===== src/rtl/fetch_unit_pkg.sv =====
// Shared definitions for the instruction-fetch sequencer:
// widths, reset/step defaults, FSM state encoding, alignment helper.
`timescale 1ns/1ps
package fetch_unit_pkg;

    localparam int          XLEN         = 32;
    localparam logic [31:0] RESET_PC_DEF = 32'h0000_0000;
    localparam logic [31:0] PC_STEP_DEF  = 32'd4;

    typedef enum logic [1:0] {
        S_IDLE = 2'd0,
        S_REQ  = 2'd1,
        S_HOLD = 2'd2
    } fetch_state_e;

    function automatic logic [XLEN-1:0] align_word(input logic [XLEN-1:0] a);
        return {a[XLEN-1:2], 2'b00};
    endfunction

endpackage


===== src/rtl/fetch_pc_sel.sv =====
// Next-PC mux: redirect target (word aligned) / pc+step / hold.
// Ports: i_pc, i_advance, i_redirect, i_redirect_pc -> o_next_pc, o_misalign.
`timescale 1ns/1ps
module fetch_pc_sel
    import fetch_unit_pkg::*;
#(
    parameter logic [XLEN-1:0] PC_STEP = PC_STEP_DEF
) (
    input  logic [XLEN-1:0] i_pc,
    input  logic            i_advance,
    input  logic            i_redirect,
    input  logic [XLEN-1:0] i_redirect_pc,
    output logic [XLEN-1:0] o_next_pc,
    output logic            o_misalign
);

    // Redirect always beats the sequential step.
    always_comb begin
        o_next_pc = i_pc;
        if (i_redirect) begin
            o_next_pc = align_word(i_redirect_pc);
        end else if (i_advance) begin
            o_next_pc = i_pc + PC_STEP;
        end
    end

    assign o_misalign = i_redirect && (i_redirect_pc[1:0] != 2'b00);

endmodule


===== src/rtl/fetch_unit.sv =====
// Instruction-fetch sequencer: owns the PC, issues imem req/ack reads,
// hands instr/instr_pc to decode (valid/ready), applies redirects.
`timescale 1ns/1ps
module fetch_unit
    import fetch_unit_pkg::*;
#(
    parameter logic [XLEN-1:0] RESET_PC = RESET_PC_DEF,
    parameter logic [XLEN-1:0] PC_STEP  = PC_STEP_DEF
) (
    input  logic            clk,
    input  logic            rst_n,
    output logic            imem_req,
    output logic [XLEN-1:0] imem_addr,
    input  logic            imem_ack,
    input  logic [XLEN-1:0] imem_rdata,
    output logic            instr_valid,
    output logic [XLEN-1:0] instr,
    output logic [XLEN-1:0] instr_pc,
    input  logic            instr_ready,
    input  logic            redirect,
    input  logic [XLEN-1:0] redirect_pc,
    output logic            align_err
);

    fetch_state_e    r_state;
    fetch_state_e    w_state_nxt;
    logic [XLEN-1:0] r_pc;
    logic            r_kill;
    logic [XLEN-1:0] r_instr;
    logic [XLEN-1:0] r_instr_pc;
    logic            r_align_err;

    logic            w_in_req;
    logic            w_take;
    logic [XLEN-1:0] w_pc_nxt;
    logic            w_misalign;

    assign w_in_req = (r_state == S_REQ);
    // Acked word is kept only if it is on the right path and not
    // superseded by a redirect arriving in the same cycle.
    assign w_take   = w_in_req && imem_ack && !r_kill && !redirect;

    fetch_pc_sel #(
        .PC_STEP(PC_STEP)
    ) u_pc_sel (
        .i_pc         (r_pc),
        .i_advance    (w_take),
        .i_redirect   (redirect),
        .i_redirect_pc(redirect_pc),
        .o_next_pc    (w_pc_nxt),
        .o_misalign   (w_misalign)
    );

    always_ff @(posedge clk or negedge rst_n) begin
        if (!rst_n) begin
            r_state <= S_IDLE;
        end else begin
            r_state <= w_state_nxt;
        end
    end

    always_comb begin
        w_state_nxt = r_state;
        unique case (r_state)
            S_IDLE: w_state_nxt = S_REQ;
            S_REQ:  w_state_nxt = w_take ? S_HOLD : S_REQ;
            S_HOLD: begin
                if (redirect || instr_ready) begin
                    w_state_nxt = S_REQ;
                end
            end
            default: w_state_nxt = S_IDLE;
        endcase
    end

    always_ff @(posedge clk or negedge rst_n) begin
        if (!rst_n) begin
            r_pc        <= RESET_PC;
            r_kill      <= 1'b0;
            r_instr     <= '0;
            r_instr_pc  <= '0;
            r_align_err <= 1'b0;
        end else begin
            r_pc        <= w_pc_nxt;
            r_align_err <= r_align_err | w_misalign;
            // The ack retires the in-flight request, so any kill is spent;
            // a redirect with the request still in flight poisons it.
            if (w_in_req) begin
                if (imem_ack) begin
                    r_kill <= 1'b0;
                end else if (redirect) begin
                    r_kill <= 1'b1;
                end
            end
            if (w_take) begin
                r_instr    <= imem_rdata;
                r_instr_pc <= r_pc;
            end
        end
    end

    always_comb begin
        imem_req    = (r_state == S_REQ);
        imem_addr   = r_pc;
        instr_valid = (r_state == S_HOLD);
        instr       = r_instr;
        instr_pc    = r_instr_pc;
        align_err   = r_align_err;
    end

endmodule


===== config.mk =====
export PLATFORM = sky130hd
export DESIGN_NAME = fetch_unit
export DESIGN_NICKNAME = d
export VERILOG_FILES = /design/src/rtl/fetch_unit_pkg.sv /design/src/rtl/fetch_pc_sel.sv /design/src/rtl/fetch_unit.sv
export SDC_FILE = /design/constraint.sdc
export NUM_CORES = 1
export LEC_CHECK = 0
export BUFFER_PORTS_ARGS = -buffer_cell sky130_fd_sc_hd__buf_2
export CAP_MARGIN = 25
export CORE_ASPECT_RATIO = 0.5
export CORE_UTILIZATION = 49
export DETAILED_ROUTE_END_ITERATION = 10
export PLACE_DENSITY = 0.81
export SETUP_SLACK_MARGIN = 0.4
export SLEW_MARGIN = 40
export SYNTH_ARGS = -nofsm -noshare
export SYNTH_HDL_FRONTEND = slang
export SYNTH_SLANG_ARGS = --single-unit

===== constraint.sdc =====
create_clock -name clk -period 2.3 [get_ports clk]
set_input_delay 0.23 -clock clk [delete_from_list [all_inputs] [get_ports clk]]
set_output_delay 0.23 -clock clk [all_outputs]
set_load 0.01 [all_outputs]

==> reports/summary.txt <==
TIMING
----------------------------------------------------------------------------------
Number of slew-limit violations in the final report                              0
Peak Freq                                                                544.0 MHz
Total negative setup slack                                                    0 ns
Final critical path time including I/O delays and setup                   1.838 ns
Final number of setup-violating endpoints                                        0
Worst slack on hold paths                                               0.09282 ns
Worst setup margin                                                       0.4617 ns
Post-route clock skew                                                  0.005577 ns
Period utilisation layout                                                   79.93%
Final Hold Viols                                                                 0
Setup repair after global routing missed its margin                            yes

SETUP PATH
----------------------------------------------------------------------------------
Category of the worst setup path launch point                                 flop
Worst Setup Path Type                                                      reg2reg
Critical-path maximum fanout                                                    13
Crit path capture type                                                        flop
Arrival @ worst endpoint                                                   2.10 ns
Crit path required time                                                    2.56 ns

CLOCK TREE
----------------------------------------------------------------------------------
Clock tree from TritonCTS                                                     done
Root buffer selected by CTS                                              clkbuf_16
Count of H-tree levels built during CTS                                          3
Clk pin slew, worst setup/hold paths                                       0.07 ns
Clock latency on the worst-skew pair                                       0.34 ns
TritonCTS Sinks                                                                 96
Maximum buffer depth of the clock tree                                           2
Number of clock buffers inserted by TritonCTS                                    9

JOB
----------------------------------------------------------------------------------
Maxcap violations                                                                0

PLACE
----------------------------------------------------------------------------------
RePlAce Congestion                                                          0.7778
I/O Buffers                                                                    163
Minimum setup slack after placement                                      0.3201 ns
HPWL reported at the end of detailed placement                        7090 microns
Placed Cells                                                                   615

FLOORPLAN
----------------------------------------------------------------------------------
Die Span X                                                            133.7 microns
Placeable core region                                                 0.008202 sq mm
Area enclosed by the die boundary                                     0.009068 sq mm
Standard-cell rows                                                              23
Effective utilization at floorplan                                          51.79%
I/O pin count                                                                  168
Die height                                                            67.84 microns

GLOBAL ROUTING
----------------------------------------------------------------------------------
Largest net degree at the start of global routing                               46
Global routing usage summed across all routing layers                       22.54%
Global-route wire length before repair                                15580 microns
GR Overflow Total                                                                0
Via count of the first global-routing pass                                    3101
Antenna violations before repair                                                 0

DRT
----------------------------------------------------------------------------------
Drc violations                                                                   0
Per-cell via count in the routed design                                      5.448
Total via count in the routed design                                          3503
DRT Pass-1 Iters                                                                 5
Remaining number of nets flagged by the antenna check after routing              0
Routed WL                                                             10090 microns
Number of DRC violations after detailed-routing iteration 0                    243
Wire length per cell                                                  15.69 microns

POWER
----------------------------------------------------------------------------------
Areal power density over the cells                                    1074 mW/mm^2
P_leak                                                                    2.510 nW
Worst ir drop on vdd                                                     0.5795 mV

YOSYS
----------------------------------------------------------------------------------
Count of unique library cells instantiated by Yosys                             34
FFs w/ async S/R, synth                                                     100.0%
Count of synthesis-stage warnings from yosys                                     0
Synth Flop Type                                                            dfrtp_1
Syn Area/Cell                                                          12.03 sq um
Gate Count Post-Synth                                                          353
Synth Register Bits                                                             96
EDFF count, synth                                                                0
Fraction of the yosys area taken by sequential cells                        56.55%
Post-Syn Area                                                         0.004248 sq mm

FINISH
----------------------------------------------------------------------------------
Layout fillers                                                                 651
Fin nets                                                                       596
Post-route insts no fill                                                       643
Layout cells sized above 1                                                  51.04%
Number of antenna diodes                                                         0
P&R area growth vs syn                                                      31.13%

HOLD PATH
----------------------------------------------------------------------------------
Classification of the worst-slack hold path                                 in2reg

OUTCOME
----------------------------------------------------------------------------------
Status                                                                finished clean

cells in the mapped netlist (2+ instances only):
cell      count  share of area [%]
dfrtp_1      96                 57
mux2_2       62                 16
nand2_1      21                1.9
nor2_1       21                1.9
a31oi_1      20                2.9
o21ai_0      17                2.0
o31ai_1      14                2.5
or4_1        14                2.5
nand4_1      10                1.5
buf_2         8               0.94
nand3_1       8               0.94
clkbuf_1      7               0.62
buf_4         6                1.1
or3_1         6               0.88
inv_1         5               0.44
xor2_1        5                1.0
a21oi_1       4               0.47
and2_1        4               0.59
xnor2_1       4               0.82
and3_1        3               0.44
and4_1        3               0.62
nand2b_1      2               0.29
nor2b_1       2               0.29
metal layers:
metal / global-route usage [%] / routed length, microns / up-vias
met3: 5.926 / 601 / 11
li1: - / - / 1633
met2: 38.80 / 4968 / 137
met1: 28.71 / 4395 / 1722
met4: 6.392 / 123 / 0
met5: 0 / 0 / -
what timing repair did:
action                     4_1_cts  5_1_grt
buffers inserted                 3        8
hold endpoints to repair        30        0
setup endpoints to repair        9       13
pin swaps                        1        5
hold buffers                     1        0
resized for setup                3       10
cell type report:
class | count | area (sq um) | share of cell area [%]
Tap cell | 112 | 140.1 | 2.516
Timing Repair Buffer | 182 | 992.2 | 17.81
Multi-Input combinational cell | 232 | 1737 | 31.18
Inverter | 5 | 18.77 | 0.3369
Sequential cell | 96 | 2407 | 43.22
Clock inverter | 5 | 32.53 | 0.5840
Clock buffer | 11 | 242.7 | 4.358
cell families (layout without fill, tap and decap cells):
kind of cell,count (synthesis),in the layout,share of synthesized area [%]
DFF,96,96,56.55
xor gates and xnor gates,9,9,1.856
buffers and inverters,28,203,3.417
AOI/OAI and AO/OA,56,56,8.071
muxes,63,63,16.67
other,1,4,0.08828
and+or+nand+nor,99,99,13.05
adders and majority gates,1,1,0.2945
registers in the layout, indices dropped and copies added (netlist names):
name       flops
align_err      1
imem_addr     30
instr         32
instr_pc      30
r_kill         1
r_state        2
report_power, final:
part | leakage [nW] | total, mW | switching, mW | internal, mW
clock network | 0.128 | 1.39 | 0.627 | 0.759
logic | 1.27 | 1.95 | 0.928 | 1.02
registers | 1.11 | 2.65 | 0.344 | 2.31
total | 2.51 | 5.98 | 1.90 | 4.08
path summary, 6_finish.rpt:
kind / startpoint / endpoint / slack, ns / depth (start not counted)
setup / recovery: r_state[1] / imem_addr[31] / 0.46 / 5
hold / removal: redirect_pc[4] / imem_addr[4] / 0.09 / 3
setup reg to reg: r_state[1] / imem_addr[31] / 0.46 / 5
hold reg to reg: align_err / align_err / 0.47 / 1
max in group asynchronous: rst_n / instr[5] / 1.26 / 3
min in group asynchronous: rst_n / instr_pc[13] / 0.37 / 2
layout by cell type (no fill, tap or decap), types with 2 or more instances in the layout:
cell type and count:
and3_1 3, a31oi_1 20, buf_2 162, xnor2_1 4
nor2b_1 2, inv_1 5, or4_1 13, or3_1 6
and4_2 2, dfrtp_1 92, o31ai_1 14, nand2_1 20
clkbuf_16 9, nand2b_1 2, clkinv_2 2, o21ai_0 17
clkinvlp_4 3, buf_4 16, conb_1 4, dfrtp_2 4
buf_12 2, nand4_1 10, a21oi_1 4, xor2_1 5
mux2_2 62, and2_1 4, nand3_1 8, nor2_1 20
through the flow:
step	area [sq um]	utilization, %	power (mW)
after floorplan	4259	-	3.732
after global placement	5176	63.11	4.537
after detailed placement	5176	63.11	4.618
after CTS	5492	66.96	6.038
after global routing	5570	67.92	6.342
final	5570	67.92	5.982
worst max-delay path, stage by stage (launching register included):
cell	delay, ns
dfrtp_1	0.41
and4bb_4	0.41
nand4_1	0.11
buf_6	0.16
or4_1	0.48
a31oi_1	0.19
(Power assumes the default switching activity.)
